[src/rtl/des3_ctrl_pkg.sv]
// Shared types and widths for the 3DES round controller.
// Latency: n/a (types and constants only).
// Backpressure: n/a.
package des3_ctrl_pkg;

    localparam int NUM_ROUNDS_DEF = 48;
    localparam int BLK_W          = 64;
    localparam int KEY_W          = 56;
    localparam int RSEL_W         = 6;

    // Controller FSM states
    typedef enum logic [1:0] {
        ST_IDLE = 2'd0,
        ST_RUN  = 2'd1,
        ST_CAPT = 2'd2,
        ST_OUT  = 2'd3
    } state_t;

endpackage

[src/rtl/des3_round_cnt.sv]
// Round counter: counts 0..MAX_COUNT-1 while enabled, flags the last round.
// Latency: count updates one edge after enable; tc is combinational on count.
// Backpressure: none; clear has priority over enable, wraps to 0 after the last round.
module des3_round_cnt #(
    parameter int MAX_COUNT = 48,
    parameter int W         = 6
) (
    input  logic         clk,
    input  logic         rst_n,
    input  logic         clear,
    input  logic         enable,
    output logic [W-1:0] count,
    output logic         tc
);

    localparam logic [W-1:0] LAST = W'(MAX_COUNT - 1);

    assign tc = (count == LAST);

    // Counter register: clear wins, the last round wraps back to 0 so the
    // out-of-range values are never reached
    always_ff @(posedge clk or negedge rst_n) begin
        if (!rst_n) begin
            count <= '0;
        end else if (clear) begin
            count <= '0;
        end else if (enable) begin
            if (tc) begin
                count <= '0;
            end else begin
                count <= count + 1'b1;
            end
        end
    end

endmodule

[src/rtl/des3_round_ctrl.sv]
// Sequences a round-iterated 3DES core: accept block, step NUM_ROUNDS rounds, capture, present.
// Latency: out_valid rises NUM_ROUNDS+1 edges after the accepting edge.
// Backpressure: single op in flight; in_ready only in IDLE, result held until out_ready.
// Optional: DES3_CTRL_KEY_LATCH_EN registers keys/decrypt on accept instead of passing them through.
module des3_round_ctrl
    import des3_ctrl_pkg::*;
#(
    parameter int NUM_ROUNDS = NUM_ROUNDS_DEF
) (
    input  logic              clk,
    input  logic              rst_n,
    input  logic              in_valid,
    output logic              in_ready,
    input  logic [BLK_W-1:0]  in_data,
    input  logic              in_decrypt,
    input  logic [KEY_W-1:0]  key1_i,
    input  logic [KEY_W-1:0]  key2_i,
    input  logic [KEY_W-1:0]  key3_i,
    output logic              out_valid,
    input  logic              out_ready,
    output logic [BLK_W-1:0]  out_data,
    output logic              busy,
    output logic [BLK_W-1:0]  core_desIn,
    output logic [KEY_W-1:0]  core_key1,
    output logic [KEY_W-1:0]  core_key2,
    output logic [KEY_W-1:0]  core_key3,
    output logic              core_decrypt,
    output logic [RSEL_W-1:0] core_roundSel,
    input  logic [BLK_W-1:0]  core_desOut
);

    state_t              state;
    state_t              state_nxt;
    logic                accept;
    logic                cnt_en;
    logic                cnt_tc;
    logic [RSEL_W-1:0]   cnt;

    assign in_ready  = (state == ST_IDLE);
    assign accept    = in_valid && in_ready;
    assign out_valid = (state == ST_OUT);
    assign busy      = (state != ST_IDLE);
    assign cnt_en    = (state == ST_RUN);

    // Round select is only meaningful while iterating; park it at 0 otherwise
    assign core_roundSel = (state == ST_RUN) ? cnt : '0;

    des3_round_cnt #(
        .MAX_COUNT (NUM_ROUNDS),
        .W         (RSEL_W)
    ) u_round_cnt (
        .clk    (clk),
        .rst_n  (rst_n),
        .clear  (accept),
        .enable (cnt_en),
        .count  (cnt),
        .tc     (cnt_tc)
    );

    // FSM state register
    always_ff @(posedge clk or negedge rst_n) begin
        if (!rst_n) begin
            state <= ST_IDLE;
        end else begin
            state <= state_nxt;
        end
    end

    // FSM next-state logic
    always_comb begin
        state_nxt = state;
        case (state)
            ST_IDLE: if (accept)    state_nxt = ST_RUN;
            ST_RUN:  if (cnt_tc)    state_nxt = ST_CAPT;
            ST_CAPT:                state_nxt = ST_OUT;
            ST_OUT:  if (out_ready) state_nxt = ST_IDLE;
            default:                state_nxt = ST_IDLE;
        endcase
    end

    // Input block register: loaded only on accept so the core sees a stable block
    always_ff @(posedge clk or negedge rst_n) begin
        if (!rst_n) begin
            core_desIn <= '0;
        end else if (accept) begin
            core_desIn <= in_data;
        end
    end

    // Result register: sampled from the core in CAPT, then held through OUT
    always_ff @(posedge clk or negedge rst_n) begin
        if (!rst_n) begin
            out_data <= '0;
        end else if (state == ST_CAPT) begin
            out_data <= core_desOut;
        end
    end

`ifdef DES3_CTRL_KEY_LATCH_EN
    // Key/direction latch: host may change keys once the request is accepted
    always_ff @(posedge clk or negedge rst_n) begin
        if (!rst_n) begin
            core_key1    <= '0;
            core_key2    <= '0;
            core_key3    <= '0;
            core_decrypt <= 1'b0;
        end else if (accept) begin
            core_key1    <= key1_i;
            core_key2    <= key2_i;
            core_key3    <= key3_i;
            core_decrypt <= in_decrypt;
        end
    end
`else
    // Pass-through: host holds keys and direction stable for the whole operation
    assign core_key1    = key1_i;
    assign core_key2    = key2_i;
    assign core_key3    = key3_i;
    assign core_decrypt = in_decrypt;
`endif

endmodule

[config.mk]
export PLATFORM = sky130hd
export DESIGN_NAME = des3_round_ctrl
export DESIGN_NICKNAME = d
export VERILOG_FILES = /design/src/rtl/des3_ctrl_pkg.sv /design/src/rtl/des3_round_cnt.sv /design/src/rtl/des3_round_ctrl.sv
export SDC_FILE = /design/constraint.sdc
export NUM_CORES = 1
export LEC_CHECK = 0
export ABC_AREA = 1
export CORE_AREA = 2 2 239 241
export CTS_CLUSTER_DIAMETER = 50
export DETAILED_ROUTE_END_ITERATION = 6
export DIE_AREA = 0 0 241 243
export GPL_TIMING_DRIVEN = 1
export SLEW_MARGIN = 10
export SYNTH_ARGS = -nofsm -noshare
export SYNTH_HDL_FRONTEND = slang
export SYNTH_HIERARCHICAL = 1
export SYNTH_SLANG_ARGS = --single-unit
export TNS_END_PERCENT = 50
[constraint.sdc]
create_clock -name clk -period 1.9 [get_ports clk]
set_input_delay 0.38 -clock clk [delete_from_list [all_inputs] [get_ports clk]]
set_output_delay 0.38 -clock clk [all_outputs]
set_load 0.01 [all_outputs]
==> results of run 1 <==
-- layout by cell type (no fill, tap or decap), types with 3 or more instances in the layout --
cell                              instances
sky130_fd_sc_hd__inv_2                    5
sky130_fd_sc_hd__buf_4                   18
sky130_fd_sc_hd__dfrtp_1                135
sky130_fd_sc_hd__buf_12                   6
sky130_fd_sc_hd__clkinv_4                 3
sky130_fd_sc_hd__bufinv_16                4
sky130_fd_sc_hd__clkbuf_16               17
sky130_fd_sc_hd__nor2_1                   5
sky130_fd_sc_hd__ha_1                     3
sky130_fd_sc_hd__dlygate4sd2_1            7
sky130_fd_sc_hd__clkdlybuf4s50_1        250
sky130_fd_sc_hd__clkbuf_8                 3
sky130_fd_sc_hd__inv_1                   16
sky130_fd_sc_hd__nand3_1                  7
sky130_fd_sc_hd__nand2_1                359
sky130_fd_sc_hd__nand2_2                 53
sky130_fd_sc_hd__clkbuf_2                 5
sky130_fd_sc_hd__nand4_1                  3
-- kinds of logic (layout without fill, tap and decap cells) --
logic type / after synthesis / count (layout) / share of synthesized area, %
simple gates: 431 / 431 / 25.9
compound gates: 5 / 5 / 0.364
fa+ha+maj: 6 / 6 / 1.09
flops: 136 / 136 / 49.6
buf+inv: 219 / 347 / 23.1
-- path summary, 6_finish.rpt --
kind,from,to,slack [ns],cells after the start
worst max register to register,state[1],core_desIn[30],0.33,9
worst min register to register,out_data[24],out_data[24],0.47,2
max in group asynchronous,rst_n,core_desIn[33],0.85,3
min in group clk,core_desOut[0],out_data[0],0.45,3
worst min-delay path,rst_n,out_data[52],0.41,2
worst max-delay path,out_data[20],out_data[20],0.08,1
-- repair_timing --
| item | 4_1_cts | 5_1_grt |
|---|---|---|
| pin swaps | 1 | 0 |
| endpoints found under the hold margin | 36 | 0 |
| buffers inserted | 2 | 0 |
| resized for setup | 36 | 9 |
| hold buffers | 1 | 0 |
| setup endpoints to repair | 16 | 5 |
-- registers in the layout, summed over array words and instances (netlist names) --
name,flops
core_desIn,64
out_data,64
state,2
u_round_cnt/count,6
-- power by group --
part           internal [W]  leakage (nW)  switching [W]
sequential          0.00429          1.69       0.000857
combinational       0.00356          2.59        0.00341
clock               0.00230         0.310        0.00135
-- final cells by class --
| type | instances | area (µm²) | share of cell area, % |
|---|---|---|---|
| Clock buffer | 21 | 470 | 4.75 |
| Clock inverter | 10 | 168 | 1.69 |
| Inverter | 22 | 83.8 | 0.847 |
| Multi-Input combinational cell | 442 | 1910 | 19.3 |
| Sequential cell | 136 | 3400 | 34.4 |
| Tap cell | 756 | 946 | 9.56 |
| Timing Repair Buffer | 294 | 2920 | 29.5 |
-- routing by layer --
layer / GRT usage, % / up-vias / part of all wire, %
met4: 6.61 / 2 / 7.1
li1: - / 2455 / -
met3: 4.01 / 86 / 12
met1: 6.27 / 2358 / 35
met2: 11.5 / 313 / 46
met5: 0 / - / 0.052
-- worst reg2reg max path, delay by kind of cell, from the launching register on --
family / cells / cell delay, ns
fa+ha+maj: 1 / 0.16
simple gates: 3 / 0.22
buf+inv: 5 / 0.71
flops: 1 / 0.36
-- cells in the mapped netlist, drive strengths merged --
cell type / number
o21ai: 3
buf: 196
nor3: 1
nand3: 7
dfrtp: 136
nand4: 3
clkbuf: 1
nand2: 412
nor2: 8
ha: 6
a21oi: 2
inv: 22
-- metrics by stage --
step / instances / cell area (µm²) / hold WS [ns] / total power (W) / util (%)
floorplan: 797 / 6870 / 0.0844 / 0.00855 / -
global placement: 1647 / 9250 / 0.351 / 0.0122 / 16.5
detailed placement: 1647 / 9250 / 0.356 / 0.0123 / 16.5
CTS: 1681 / 9920 / 0.382 / 0.0161 / 17.7
global route: 1681 / 9900 / 0.418 / 0.0170 / 17.7
finish: 1681 / 9900 / 0.406 / 0.0158 / 17.7
==> metrics.log, run 1 <==
INFO  metric post_synth_inst_count = 797
INFO  metric slowest_library_cell_on_the_worst_path = sky130_fd_sc_hd__clkdlybuf4s50_1
INFO  metric ys_seq_elements = 136
INFO  metric grt_pass1_wl = 30.2 mm
INFO  metric syn-num-nets = 1,104
INFO  metric vdd.ir_drop.worst = 0.725 mV
INFO  metric rows = 87
INFO  metric post_drt_via_cell_ratio = 3.10
INFO  metric rsz0062_at_grt = false
INFO  metric setup_ws = 0.0763 ns
INFO  metric fillCellCount = 6,266
INFO  metric routabilityCongestion = 0.726
INFO  metric setup_total_negative_slack = 0 ns
INFO  metric cpLargestDelayFamily = buffers and inverters
INFO  metric routed_wire_length = 21.2 mm
INFO  metric timing.max_slew.rel_slack = 69.3%
INFO  metric portion_of_the_post_synthesis_area_used_by_sequential_elements = 49.6%
INFO  metric setup.worst_path.start_class = flip-flop
INFO  metric master_cell_of_the_clock_root_buffer = sky130_fd_sc_hd__clkbuf_16
INFO  metric total_global_routing_track_utilization = 7.15%
INFO  metric hold_viol_final = 0
INFO  metric drive_gt1_share = 13.9%
INFO  metric core_region_area = 56,000 µm²
INFO  metric finalClockSkew = 0.0159 ns
INFO  metric tritoncts = done
INFO  metric detail_route.first_pass.iterations = 4
INFO  metric yosysWarnings = 6
INFO  metric setup-violations-final = 0
INFO  metric port_buffers = 268
INFO  metric cpPeakStageDelay = 0.57 ns
INFO  metric dieArea = 58,600 µm²
INFO  metric final_antenna_net_count = 0
INFO  metric ys_top_cells_by_area = sky130_fd_sc_hd__dfrtp_1 50%, sky130_fd_sc_hd__nand2_1 20%, sky130_fd_sc_hd__buf_4 19%
INFO  metric dp.final_hpwl = 16.2 mm
INFO  metric number_of_buffers_created_by_cts = 17
INFO  metric avgSynthCellArea = 8.62 µm²
INFO  metric fmaxAchievable = 0.548 GHz
INFO  metric leakagePower = 4.59 nW
INFO  metric first_global_vias = 5,372
INFO  metric clkSlewWorstSetupHoldPaths = 0.06 ns
INFO  metric detail_route.drc_violations = 0
INFO  metric drtIter0Drc = 143
INFO  metric floorplan.die.height = 243 µm
INFO  metric required = 1.52 ns
INFO  metric tightestPinTransition = 0.460 ns
INFO  metric antenna-diode-count = 0
INFO  metric critical_path.max_fanout = 2
INFO  metric area.growth.synth_to_final = 44.2%
INFO  metric dpl_worst_slack = 0.0821 ns
INFO  metric routed_wire_length_per_instance = 12.6 µm
INFO  metric i_o_pin_total = 607
INFO  metric synth_largest_type_area_fraction = 49.6%
INFO  metric min-delay-path-class = primary input to asynchronous set/reset pin
INFO  metric status = finished clean
INFO  metric clock_h_tree_levels = 4
INFO  metric post-route-min-period = 1.82 ns
INFO  metric width_of_the_die = 241 µm
INFO  metric report.final.slew_viol_count = 0
INFO  metric synth_area = 6870 µm²
INFO  metric floorplan.initialDensity = 12.3%
INFO  metric worst-path-buf-inv = 1
INFO  metric arrival = 1.44 ns
INFO  metric worst-setup-path-type = flip-flop to primary output
INFO  metric drv.max_cap_violation_count = 0
INFO  metric worst_skew_pair.late_latency = 0.46 ns
INFO  metric antenna_violations_before_repair = 2
INFO  metric fin_nets = 1,220
INFO  metric power.density_cell_area = 1590 nW/µm²
INFO  metric netlist-cell-type-count = 19
INFO  metric crit_path_cell_trace = clkdlybuf4s50_1
INFO  metric grt_remaining_overflow = 0
INFO  metric clock_sinks = 136
INFO  metric grt_start_max_net_pins = 65
INFO  metric cp-end-kind = primary output
INFO  metric yosysTopAreaCell = sky130_fd_sc_hd__dfrtp_1
INFO  metric cts-root-to-sink-buffers = 2
INFO  metric period_share = 96.0%
INFO  metric vias = 5,214
Note: power is estimated with default switching activity, not from simulation.
==> run 2, diff against run 1 <==
CELL_PAD_IN_SITES_DETAIL_PLACEMENT = 2   (was not set)
CELL_PAD_IN_SITES_GLOBAL_PLACEMENT = 2   (was not set)
CORE_AREA = 2 2 233 235   (was 2 2 239 241)
DIE_AREA = 0 0 235 237   (was 0 0 241 243)
PLACE_DENSITY_LB_ADDON = 0.1   (was not set)
SYNTH_HIERARCHICAL = not set   (was 1)
==> metrics.log, run 2 <==
INFO  metric status = finished clean
INFO  metric post-route-min-period = 1.85 ns (+0.0278 ns)
INFO  metric timing.reg2reg.setup_slack = 0.24 ns (-0.09 ns)
INFO  metric multiInputGateArea = 1800 µm² (-5.8%)
INFO  metric syn-num-nets = 1,097 (-0.63%)
INFO  metric post_synth_inst_count = 790 (-0.88%)
INFO  metric synth.most_common_cell = sky130_fd_sc_hd__nand2_1
INFO  metric number_of_buffers_created_by_cts = 17 (unchanged)
INFO  metric synth_compound_area_share = 0.568% (+0.20 points)
INFO  metric vdd.ir_drop.worst = 0.616 mV (-15%)
INFO  metric cp-end-kind = primary output
INFO  metric post_synth_xor_area_fraction = 0.265% (+0.27 points)
INFO  metric routed_wire_length_per_instance = 16.5 µm (+31%)
INFO  metric synth_top_family_by_area = simple AND/OR/NAND/NOR gates
INFO  metric post_drt_via_cell_ratio = 3.29 (+6.1%)
INFO  metric area.sequential = 3400 µm² (about the same)
INFO  metric met2_usage = 13.5% (+2.0 points)
INFO  metric hold_viol_final = 0 (unchanged)
INFO  metric leakagePower = 4.59 nW (+0.17%)
INFO  metric vias = 5,297 (+1.6%)
INFO  metric area.growth.synth_to_final = 46.3%
INFO  metric report.final.slew_viol_count = 0 (unchanged)
INFO  metric internal_power = 0.00994 W (-2.0%)
INFO  metric critical_path.max_fanout = 7 (+5)
INFO  metric drive_gt1_share = 8.87% (-5.1 points)
INFO  metric synth-adder-area-share = 1.14% (+0.043 points)
INFO  metric pwr-share-comb = 46.0% (+1.8 points)
INFO  metric yosysTopAreaCell = sky130_fd_sc_hd__dfrtp_1
INFO  metric r2r-end = out_data[59]
INFO  metric worst-setup-path-type = flip-flop to primary output
INFO  metric top_regs = core_desIn (64), out_data (64), u_round_cnt.count (6)
INFO  metric avgSynthCellArea = 8.36 µm² (-2.9%)
INFO  metric clock_sinks = 136 (unchanged)
INFO  metric tightestPinTransition = 0.377 ns (-0.0834 ns)
INFO  metric dominantRegCellSynth = sky130_fd_sc_hd__dfrtp_1
INFO  metric synthSimpleGateAreaFrac = 24.4% (-1.5 points)
INFO  metric fillCellCount = 6,091 (-2.8%)
INFO  metric min-delay-path-class = primary input to asynchronous set/reset pin
INFO  metric yosysWarnings = 0 (-6)
INFO  metric synth_edf_count = 0 (unchanged)
INFO  metric slowest_library_cell_on_the_worst_path = sky130_fd_sc_hd__dfrtp_1
INFO  metric power = 0.0159 W (+1.0%)
INFO  metric async_flop_share = 100% (unchanged)
INFO  metric timing.max_slew.rel_slack = 74.9% (+5.5 points)
INFO  metric period_share = 97.5% (+1.5 points)
INFO  metric master_cell_of_the_clock_root_buffer = sky130_fd_sc_hd__clkbuf_16
INFO  metric routabilityCongestion = 0.639 (-12%)
INFO  metric drtIter0Drc = 114 (-20%)
INFO  metric dp.final_hpwl = 19.1 mm (+17%)
INFO  metric final_antenna_net_count = 0 (unchanged)
INFO  metric setup.worst_path.start_class = flip-flop
INFO  metric grt_start_max_net_pins = 54 (-17%)
INFO  metric required = 1.52 ns (about the same)
INFO  metric first_global_vias = 6,003 (+12%)
INFO  metric clkSlewWorstSetupHoldPaths = 0.07 ns (about the same)
INFO  metric synth_top_cells_by_count = 408 x sky130_fd_sc_hd__nand2_1, 171 x sky130_fd_sc_hd__buf_4, 136 x sky130_fd_sc_hd__dfrtp_1
INFO  metric fin_worst_hold_slack = 0.358 ns (-0.0485 ns)
INFO  metric grtUsageMet3 = 7.79% (+3.8 points)
INFO  metric ys_seq_elements = 136 (unchanged)
INFO  metric synth_largest_type_area_fraction = 51.5% (+1.9 points)
INFO  metric muxShareOfSynthArea = 0% (unchanged)
INFO  metric arrival = 1.47 ns (+0.03 ns)
INFO  metric grt.busiest_layer = met2
INFO  metric placed_cell_area = 8990 µm² (-2.7%)
INFO  metric rr_worst_depth = 7 (-2)
INFO  metric total_switching_power = 0.00599 W (+6.6%)
INFO  metric detail_route.drc_violations = 0 (unchanged)
INFO  metric portion_of_the_post_synthesis_area_used_by_sequential_elements = 51.5% (+1.9 points)
INFO  metric synth_area = 6610 µm² (-3.8%)
INFO  metric cpPeakStageDelay = 0.43 ns (-0.14 ns)
INFO  metric crit_path_cell_trace = buf_6 -> ha_4 -> nand2_2 -> inv_2 -> buf_6
INFO  metric routed_wire_length = 26.6 mm (+25%)
INFO  metric placed_cells_incl_taps = 1,574 (-4.4%)
INFO  metric most-common-layout-cells = 402 x sky130_fd_sc_hd__nand2_1, 245 x sky130_fd_sc_hd__clkdlybuf4s50_1, 136 x sky130_fd_sc_hd__dfrtp_1, 17 x sky130_fd_sc_hd__clkbuf_16
INFO  metric fmaxAchievable = 0.540 GHz (-1.5%)
INFO  metric global_route.usage.met1 = 11.3% (+5.1 points)
INFO  metric cpMostUsedCell = sky130_fd_sc_hd__buf_6
INFO  metric clock_h_tree_levels = 4 (unchanged)
INFO  metric power.density_cell_area = 1650 nW/µm² (+3.5%)
INFO  metric floorplan.die.height = 237 µm (-2.5%)
INFO  metric ys_top_cells_by_area = sky130_fd_sc_hd__dfrtp_1 52%, sky130_fd_sc_hd__nand2_1 23%, sky130_fd_sc_hd__buf_4 19%
INFO  metric detail_route.first_pass.iterations = 4 (unchanged)
INFO  metric fin_nets = 1,208 (-0.98%)
INFO  metric seqPwrFrac = 31.7% (-0.9 points)
INFO  metric rsz0062_at_grt = true
INFO  metric power_frac_clock = 22.3% (-0.8 points)
INFO  metric postLayoutCellArea = 9670 µm² (-2.3%)
INFO  metric rows = 85 (-2.3%)
INFO  metric i_o_pin_total = 607 (unchanged)
INFO  metric switching_part_of_the_total_power = 37.6% (+1.9 points)
INFO  metric netlist-cell-type-count = 16 (-3)
INFO  metric dieArea = 55,700 µm² (-4.9%)
INFO  metric finalClockSkew = 0.0129 ns (-0.00305 ns)
INFO  metric grt_remaining_overflow = 0 (unchanged)
INFO  metric setup_total_negative_slack = 0 ns (unchanged)
INFO  metric worst_skew_pair.late_latency = 0.48 ns (+0.02 ns)
INFO  metric setup-violations-final = 0 (unchanged)
INFO  metric cts-root-to-sink-buffers = 2 (unchanged)
INFO  metric floorplan.initialDensity = 12.4% (+0.13 points)
INFO  metric width_of_the_die = 235 µm (-2.5%)
INFO  metric core_region_area = 53,300 µm² (-4.8%)
INFO  metric layout.cells.non_filler = 1,610 (-4.2%)
INFO  metric total_global_routing_track_utilization = 9.89% (+2.7 points)
INFO  metric layout.cells.most_common = sky130_fd_sc_hd__nand2_1
INFO  metric critical_path.reg2reg.startpoint = state[0]
INFO  metric drv.max_cap_violation_count = 0 (unchanged)
INFO  metric grt_pass1_wl = 40.0 mm (+32%)
INFO  metric antenna_violations_before_repair = 9 (+7)
INFO  metric tritoncts = done
INFO  metric port_buffers = 268 (unchanged)
run 2: cell types whose count changed after synthesis, moves of 3 or more:
cell                       previous run  this run
sky130_fd_sc_hd__clkbuf_1             1        11
sky130_fd_sc_hd__buf_2               18        14
sky130_fd_sc_hd__inv_1               20        16
sky130_fd_sc_hd__nand2_2             51         2
sky130_fd_sc_hd__nand4_1              3         0
sky130_fd_sc_hd__nand2_1            361       408
sky130_fd_sc_hd__buf_12               6         0
sky130_fd_sc_hd__o21ai_0              1         4
run 2: cell families (layout without fill, tap and decap cells):
kind of cell	after synthesis	in the layout
simple gates	425	425
buf+inv	214	337
flops	136	136
compound gates	7	7
fa+ha+maj	6	6
xor+xnor	2	2
other cells	0	1
run 2: metrics by stage:
step | util (%) | setup WS [ns]
after global placement | 16.9 | 0.0908
final | 18.1 | 0.0484
after global routing | 18.1 | -0.0541
after floorplan | - | 0.506
after detailed placement | 16.9 | 0.0716
after CTS | 18.1 | -0.0898
run 2: cell type report:
type                       count  share of cell area, %
clock buffer                  18                   4.54
multi-input combinational    440                   18.6
inverter                      18                  0.699
tap                          696                   9.01
clock inverter                13                   1.59
timing repair buffer         288                   30.3
sequential                   136                   35.2
antenna                        1                 0.0259
run 2: timing repair:
item,4_1_cts,5_1_grt
resized for setup,52,20
buffers inserted,4,0
endpoints found under the setup margin,14,16
endpoints found under the hold margin,26,0
hold buffers,1,0
cloned,0,0
pin swaps,2,4
run 2: worst max-delay path: cells and delay by family (launching register included):
family	cells	cell delay, ns
fa+ha+maj	1	0.20
buf+inv	3	0.29
flops	1	0.43
simple gates	1	0.09
run 2: how the worst max path moves through the flow:
stage	cells after the start	end	slack [ns]	from
floorplan	5	core_roundSel[0]	0.51	state[1]
global placement	6	core_roundSel[2]	0.09	state[1]
detailed placement	6	core_roundSel[2]	0.07	state[1]
CTS	6	core_roundSel[2]	-0.09	state[0]
global route	5	core_roundSel[2]	-0.05	state[0]
finish	5	core_roundSel[2]	0.05	state[0]
run 2: layer usage:
metal  share of wire (%)  up-vias
met4                 2.0       18
met5                0.41        -
met2                  41      287
met1                  42     2515
met3                  15       51
li1                    -     2426
run 2: power groups by stage:
stage                     sequential [W]  combinational [W]  clock, W
after floorplan                  0.00566            0.00262         0
after global placement           0.00511            0.00755         0
after detailed placement         0.00511            0.00756         0
after CTS                        0.00510            0.00766   0.00384
after global routing             0.00527            0.00824   0.00390
final                            0.00505            0.00732   0.00356
